===== src/rtl/pwm_multi_ch.sv =====
// pwm_multi_ch: multi-channel PWM sharing one period counter, with shadow registers committed at period boundaries
module pwm_multi_ch #(
  parameter int CH         = 4,
  parameter int CW         = 8,
  parameter int DEF_PERIOD = 20,
  parameter int DEF_DUTY   = 2
) (
  input  logic             clk1ms,
  input  logic             reset,
  input  logic             enable,
  input  logic             load,
  input  logic [CW-1:0]    period_in,
  input  logic [CH*CW-1:0] duty_in,
  output logic [CH-1:0]    pwm,
  output logic [CW-1:0]    counter,
  output logic             period_end,
  output logic [1:0]       state,
  output logic             load_err
);
  typedef enum logic [1:0] {IDLE = 2'b00, RUN = 2'b01, STOP = 2'b10} state_t;
  state_t             state_q, state_d;
  logic [CW-1:0]      counter_q, counter_d;
  logic [CW-1:0]      period_act_q, period_act_d, period_sh_q, period_sh_d;
  logic [CH*CW-1:0]   duty_act_q, duty_act_d, duty_sh_q, duty_sh_d;
  logic               pending_q, pending_d, load_err_q, load_err_d;
  logic               run, wrap, load_ok, commit;
  // next-state: counting, FSM, shadow capture and boundary commit
  always_comb begin
    run          = state_q != IDLE;
    wrap         = run && counter_q == period_act_q - 1'b1;
    load_ok      = load && period_in >= CW'(2);
    commit       = pending_q && (!run || wrap);
    state_d      = !run ? (enable ? RUN : IDLE) : enable ? RUN : wrap ? IDLE : STOP;
    counter_d    = (!run || wrap) ? '0 : counter_q + 1'b1;
    period_act_d = commit ? period_sh_q : period_act_q;
    duty_act_d   = commit ? duty_sh_q : duty_act_q;
    period_sh_d  = load_ok ? period_in : period_sh_q;
    duty_sh_d    = load_ok ? duty_in : duty_sh_q;
    pending_d    = load_ok || (pending_q && !commit);
    load_err_d   = load && !load_ok;
  end
  // state registers; reset discards any pending shadow and restores defaults
  always_ff @(posedge clk1ms) begin
    if (reset) begin
      state_q      <= IDLE;
      counter_q    <= '0;
      period_act_q <= CW'(DEF_PERIOD);
      period_sh_q  <= CW'(DEF_PERIOD);
      duty_act_q   <= {CH{CW'(DEF_DUTY)}};
      duty_sh_q    <= {CH{CW'(DEF_DUTY)}};
      pending_q    <= 1'b0;
      load_err_q   <= 1'b0;
    end else begin
      state_q      <= state_d;
      counter_q    <= counter_d;
      period_act_q <= period_act_d;
      period_sh_q  <= period_sh_d;
      duty_act_q   <= duty_act_d;
      duty_sh_q    <= duty_sh_d;
      pending_q    <= pending_d;
      load_err_q   <= load_err_d;
    end
  end
  for (genvar i = 0; i < CH; i++) begin : g_ch
    assign pwm[i] = run && counter_q < duty_act_q[i*CW +: CW];
  end
  assign counter    = counter_q;
  assign period_end = wrap;
  assign state      = state_q;
  assign load_err   = load_err_q;
endmodule


===== config.mk =====
export PLATFORM = sky130hd
export DESIGN_NAME = pwm_multi_ch
export DESIGN_NICKNAME = d
export VERILOG_FILES = /design/src/rtl/pwm_multi_ch.sv
export SDC_FILE = /design/constraint.sdc
export NUM_CORES = 1
export LEC_CHECK = 0
export BUFFER_PORTS_ARGS = -buffer_cell sky130_fd_sc_hd__buf_2
export CORE_MARGIN = 2
export CORE_UTILIZATION = 40
export DETAILED_ROUTE_END_ITERATION = 7
export SYNTH_ARGS = -nofsm -noshare
export SYNTH_HDL_FRONTEND = slang
export SYNTH_SLANG_ARGS = --single-unit

===== constraint.sdc =====
create_clock -name clk1ms -period 4.3 [get_ports clk1ms]
set_clock_uncertainty 0.1 [all_clocks]
set_input_delay 0.86 -clock clk1ms [delete_from_list [all_inputs] [get_ports clk1ms]]
set_output_delay 0.86 -clock clk1ms [all_outputs]
set_load 0.1 [all_outputs]

==> impl_metrics.yaml, run 1 <==
run_status:
  outcome: "completed"
worst_setup_path:
  arrival_ns: 2.76
  end_kind: "output port"
  rr_endpoint: "duty_act_q[10]$_SDFFE_PP0P_"
  reg2reg_from: "period_act_q[0]$_SDFFE_PP0P_"
  ff2ff_path_depth: 9
  path_depth: 9
  crit_slowest_cell: "a2111oi_4"
  r2r_slack_ns: 1.15
  path_class: "reg -> out"
  crit_start: "period_act_q[0]$_SDFFE_PP0P_"
  crit_required_ns: 3.34
  path_delay_family: "compound AO/OA/AOI/OAI gates"
  crit_chain: "inv_1 > ha_1 > xor2_1 > o211ai_1 > a221o_1 > a2111oi_4 > nand2_1 > nor2_2 > buf_2"
  cp-start-kind: "flip-flop"
  crit_fanout: 5
  cp_slowest_stage_delay_ns: 0.43
  endpoint: "period_end"
  path_buf_inv: 2
cts:
  cts_root_buf: "clkbuf_8"
  cts_tree: "built"
  cts_buffers: 9
  post_cts.repair.setup_buffers: 0
  clk_path_buf_depth: 2
  cts_resized: 0
  h-tree-depth: 3
  clock-sinks: 92
  path_clk_slew_ns: 0.09
  clk_latency_ns: 0.36
  hold_buffers: 0
timing:
  maxClockFrequency_ghz: 0.268
  period_needed_ns: 3.72
  setup-tns-final_ns: 0
  period_share_pct: 86.6
  grt_setup_unrepaired: "no"
  setup_viol_count_final: 0
  timing_hold_violations_final: 0
  tightest_slew_ns: 0.810
  relSlewSlack_pct: 45.7
  fin_ws_ns: 0.575
  slew_violations: 0
logic_synthesis:
  synthCells: 444
  synth_nets: 518
  syn_area_per_cell_sq_um: 9.26
  synth_area_sq_um: 4110
  ys_seq_area_share_pct: 44.8
  ys_types: 45
  synth.yosys.warnings: 0
  postSynthRegisterBits: 92
global_route:
  antenna_found_initial: 0
  gr-usage-all-layers_pct: 17.0
  grt_pass1_wl_mm: 15.1
  grt_max_degree: 40
  grt_pass1_vias: 3258
  overflow: 0
power:
  p_leak_uw: 0.00200
  p_per_area_nw_per_um2: 350
  vdd_drop_max_v: 0.000132
detailed_routing:
  vias_per_cell: 5.20
  drtAntennaViolNets: 0
  wire_per_inst_microns: 14.1
  drt_wl_total_mm: 8.92
  vias: 3303
  dr.first_iter.drc_count: 159
  drc: 0
  first_pass_iters: 4
floorplan:
  rows: 37
  die_h_microns: 105
  core-area_sq_um: 10100
  dieWidth_microns: 105
  die-area_sq_um: 11100
  ioPinCount: 60
  start_util_pct: 40.6
placement:
  pre_cts_slack_ns: 0.955
  place_congestion: 0.784
  dpl.hpwl_mm: 6.16
  portBuffers: 59
layout:
  drive_above_1_share_pct: 18.8
  insertedDiodeCount: 0
  final_nets: 568
  syn2layout_area_growth_pct: 14.5
run:
  cap_violations: 0
hold_path:
  hp-class: "reg -> reg"
-- cells by family (layout without fill, tap and decap cells) --
family	count (synthesis)	in the layout	share of synthesized area (%)
buffers and inverters	67	122	7.12
AND/OR/NAND/NOR	117	117	12.8
adder cells (fa/ha/maj)	30	30	9.13
AO/OA/AOI/OAI	122	122	22.8
flip-flops	92	92	44.8
XOR/XNOR	16	16	3.41
-- placed cells by master, fill, tap and decap left out, types with 2 or more instances in the layout --
cell type	instances
a21oi_1	35
a211oi_1	4
and3_1	3
clkinvlp_4	2
nor3b_1	2
ha_1	30
buf_2	59
xor2_1	6
nand3_1	5
nor2_1	9
a211o_1	9
a22oi_1	2
nand2b_1	5
a21o_1	9
o22ai_1	2
a32oi_1	6
o21ai_0	5
a31oi_2	4
nand2_1	69
buf_4	8
nor2_2	2
nor3_1	12
inv_1	39
a32o_1	34
o21bai_1	4
xnor2_1	10
clkbuf_8	11
dfxtp_1	92
-- where the power goes --
group	total [uW]	leakage, uW	internal (uW)	switching (uW)
Sequential	906	0.000752	886	20.0
Clock	545	0.0000892	245	300
Combinational	198	0.00116	67.5	130
-- state kept, by name (all words and copies together) (netlist names) --
signal	flops
counter	8
load_err	1
period_act_q	8
pending_q	1
duty_act_q	32
state	2
period_sh_q	8
duty_sh_q	32
-- cells in the mapped netlist (all sizes together) --
library cell	instances	area [sq um]
nor4	1	6.26
nand3	5	25.0
nand2b	5	31.3
or2	2	12.5
o21a	1	7.51
a221o	1	10.0
a211o	9	78.8
or4	1	11.3
nand4	1	6.26
a211oi	4	30.0
a41oi	1	8.76
nor2	11	43.8
xor2	6	52.6
ha	30	375
o22ai	2	12.5
a32o	34	340
a21o	9	67.6
and2	1	6.26
and3	3	18.8
buf	8	71.3
a2bb2oi	1	8.76
dfxtp	92	1840
a21oi	35	175
nand2	69	259
o211ai	1	7.51
nor3	12	60.1
clkbuf	20	75.1
nor2b	2	12.5
o21bai	4	30.0
xnor2	10	87.6
a22oi	2	15.0
or3b	2	17.5
a31oi	4	25.0
o21ai	7	38.8
a2111oi	1	27.5
a32oi	6	52.6
nor3b	2	15.0
inv	39	146
-- cell type report --
class,count,area [sq um]
tap,136,170
timing repair buffer,67,355
inverter,39,146
sequential,92,1840
clock inverter,4,32.5
fill,1004,5430
clock buffer,12,155
multi-input combinational,285,2010
-- worst min-delay path by stage --
stage	startpoint	endpoint	slack, ns	cells past startpoint
floorplan	duty_act_q[17]$_SDFFE_PP1P_	duty_act_q[17]$_SDFFE_PP1P_	0.33	2
global placement	duty_sh_q[3]$_SDFFE_PP0P_	duty_sh_q[3]$_SDFFE_PP0P_	0.34	2
detailed placement	duty_sh_q[18]$_SDFFE_PP0P_	duty_sh_q[18]$_SDFFE_PP0P_	0.35	2
CTS	duty_sh_q[18]$_SDFFE_PP0P_	duty_sh_q[18]$_SDFFE_PP0P_	0.36	2
global route	duty_sh_q[30]$_SDFFE_PP0P_	duty_sh_q[30]$_SDFFE_PP0P_	0.38	2
finish	duty_sh_q[29]$_SDFFE_PP0P_	duty_sh_q[29]$_SDFFE_PP0P_	0.36	2
-- tightest hold or removal path, delay by kind of cell, from the launching register on --
family           cells  cell delay (ns)
flip-flops           1             0.32
AND/OR/NAND/NOR      1             0.05
AO/OA/AOI/OAI        1             0.05
-- metal layers --
metal  wire length (microns)  GRT usage, %
met2                    4370          30.4
met5                       0             0
met4                     113          6.67
met1                    4140          20.6
met3                     299          2.16
-- metrics by stage --
stage	instance area, sq um	total power, uW	hold WS (ns)	util [%]	cells
after floorplan	4140	1070	0.333	-	444
after global placement	4520	1120	0.343	44.6	619
after detailed placement	4520	1130	0.350	44.6	619
after CTS	4710	1670	0.362	46.4	635
after global routing	4710	1730	0.383	46.4	635
final	4710	1650	0.360	46.4	635
No activity file was read; power rests on OpenSTA's default activity.
==> run 2: changes to the inputs <==
==> constraint.sdc (replaced) <==
create_clock -name clk1ms -period 3.8 [get_ports clk1ms]
set_clock_uncertainty 0.1 [all_clocks]
set_input_delay 0.76 -clock clk1ms [delete_from_list [all_inputs] [get_ports clk1ms]]
set_output_delay 0.76 -clock clk1ms [all_outputs]
set_load 0.1 [all_outputs]
==> run 2 against run 1 <==
Compared with the run above: clock power is 16% higher; global-route usage increased by 0.19 points; critical endpoint unchanged; count of clock-buffer cells in the layout did not move; power is 14% higher; critical path depth stayed put; routed wire length increased by 1.6%; die area is the same; largest cell class unchanged; design area grew 0.77%; non-clock buffer count is 2 lower.
==> impl_metrics.yaml, run 2 (same netlist as run 1, synthesis figures left out) <==
floorplan:
  ioPinCount: 60
  die_h_microns: 105
  dieWidth_microns: 105
  rows: 37
  core-area_sq_um: 10100
  start_util_pct: 40.6
  die-area_sq_um: 11100
cts:
  path_clk_slew_ns: 0.09
  clk_latency_ns: 0.35
  clk_path_buf_depth: 2
  clock-sinks: 92
  cts_root_buf: "clkbuf_8"
  hold_buffers: 0
  cts_tree: "built"
  cts_buffers: 9
  h-tree-depth: 3
global_route:
  antenna_found_initial: 0
  grt_pass1_wl_mm: 15.2
  gr-usage-all-layers_pct: 17.2
  grt_max_degree: 53
  grt_pass1_vias: 3229
  overflow: 0
detailed_routing:
  vias: 3318
  wire_per_inst_microns: 14.3
  first_pass_iters: 4
  drt_wl_total_mm: 9.07
  vias_per_cell: 5.24
  dr.first_iter.drc_count: 119
  drtAntennaViolNets: 0
  drc: 0
timing:
  setup-tns-final_ns: 0
  grt_setup_unrepaired: "no"
  fin_ws_ns: 0.224
  setup_viol_count_final: 0
  tightest_slew_ns: 0.847
  maxClockFrequency_ghz: 0.280
  relSlewSlack_pct: 43.3
  timing_hold_violations_final: 0
  period_share_pct: 94.1
  slew_violations: 0
  period_needed_ns: 3.58
worst_setup_path:
  cp_slowest_stage_delay_ns: 0.43
  crit_required_ns: 2.94
  arrival_ns: 2.72
  cp-start-kind: "flip-flop"
  crit_slowest_cell: "a2111oi_4"
  crit_chain: "inv_1 > ha_1 > xor2_1 > o211ai_1 > a221o_1 > a2111oi_4 > nand2_1 > nor2_2 > clkbuf_4"
  path_buf_inv: 2
  path_class: "reg -> out"
  path_delay_family: "compound AO/OA/AOI/OAI gates"
  crit_fanout: 5
  end_kind: "output port"
run_status:
  outcome: "completed"
power:
  vdd_drop_max_v: 0.000152
  p_leak_uw: 0.00200
  p_per_area_nw_per_um2: 397
layout:
  final_cell_mix: "89 x dfxtp_1, 69 x nand2_1, 58 x buf_2"
  final_nets: 566
  syn2layout_area_growth_pct: 15.4
  reg.largest.list: "duty_act_q x32, duty_sh_q x32"
  insertedDiodeCount: 0
  drive_above_1_share_pct: 18.7
  final_common_cell: "dfxtp_1"
placement:
  portBuffers: 59
  place_congestion: 0.755
  dpl.hpwl_mm: 6.08
  pre_cts_slack_ns: 0.491
run:
  cap_violations: 0
hold_path:
  hp-class: "reg -> reg"
run 2: metal layers:
layer	routed length, microns	up-vias	global-route usage [%]
li1	-	1667	-
met1	4140	1585	21.5
met2	4520	57	30.0
met3	280	9	2.91
met4	126	0	5.71
met5	0	-	0
run 2: path summary, 6_finish.rpt:
check                                                  start                          to  slack, ns  cells past startpoint
worst max-delay path            period_act_q[0]$_SDFFE_PP0P_                  period_end       0.22                      9
worst min-delay path              duty_sh_q[12]$_SDFFE_PP0P_  duty_sh_q[12]$_SDFFE_PP0P_       0.36                      2
worst max register to register  period_act_q[0]$_SDFFE_PP0P_  duty_act_q[9]$_SDFFE_PP1P_       0.90                      9
worst min register to register    duty_sh_q[12]$_SDFFE_PP0P_  duty_sh_q[12]$_SDFFE_PP0P_       0.36                      2
run 2: cell type report:
type,instances,area (sq um)
multi-input combinational,285,2040
clock buffer,12,135
clock inverter,4,50.0
fill,992,5390
inverter,39,146
tap,136,170
timing repair buffer,65,355
sequential,92,1850
run 2: metrics by stage:
step	hold WS, ns	utilization [%]	std cells	instance area (sq um)	power, uW
2_1_floorplan	0.333	-	444	4180	1220
3_3_place_gp	0.347	44.9	617	4560	1280
3_5_place_dp	0.350	44.9	617	4560	1280
4_1_cts	0.362	46.8	633	4740	1910
5_1_grt	0.382	46.8	633	4740	1980
6_report	0.359	46.8	633	4740	1890
run 2: worst register-to-register path, delay by kind of cell, from the launching register on:
family	cells	cell delay, ns
AO/OA/AOI/OAI	5	1.24
XOR/XNOR	1	0.17
adder cells (fa/ha/maj)	1	0.30
buffers and inverters	2	0.52
flip-flops	1	0.41
run 2: report_power, final:
part / internal [uW] / switching, uW
clock network: 304 / 327
logic: 79.5 / 151
registers: 1000 / 21.5
total: 1390 / 500
run 2: repair_timing:
action | CTS | global route
endpoints found under the setup margin | 0 | 1
hold endpoints to repair | 0 | 0
resized for setup | 0 | 1
setup buffers | 0 | 0
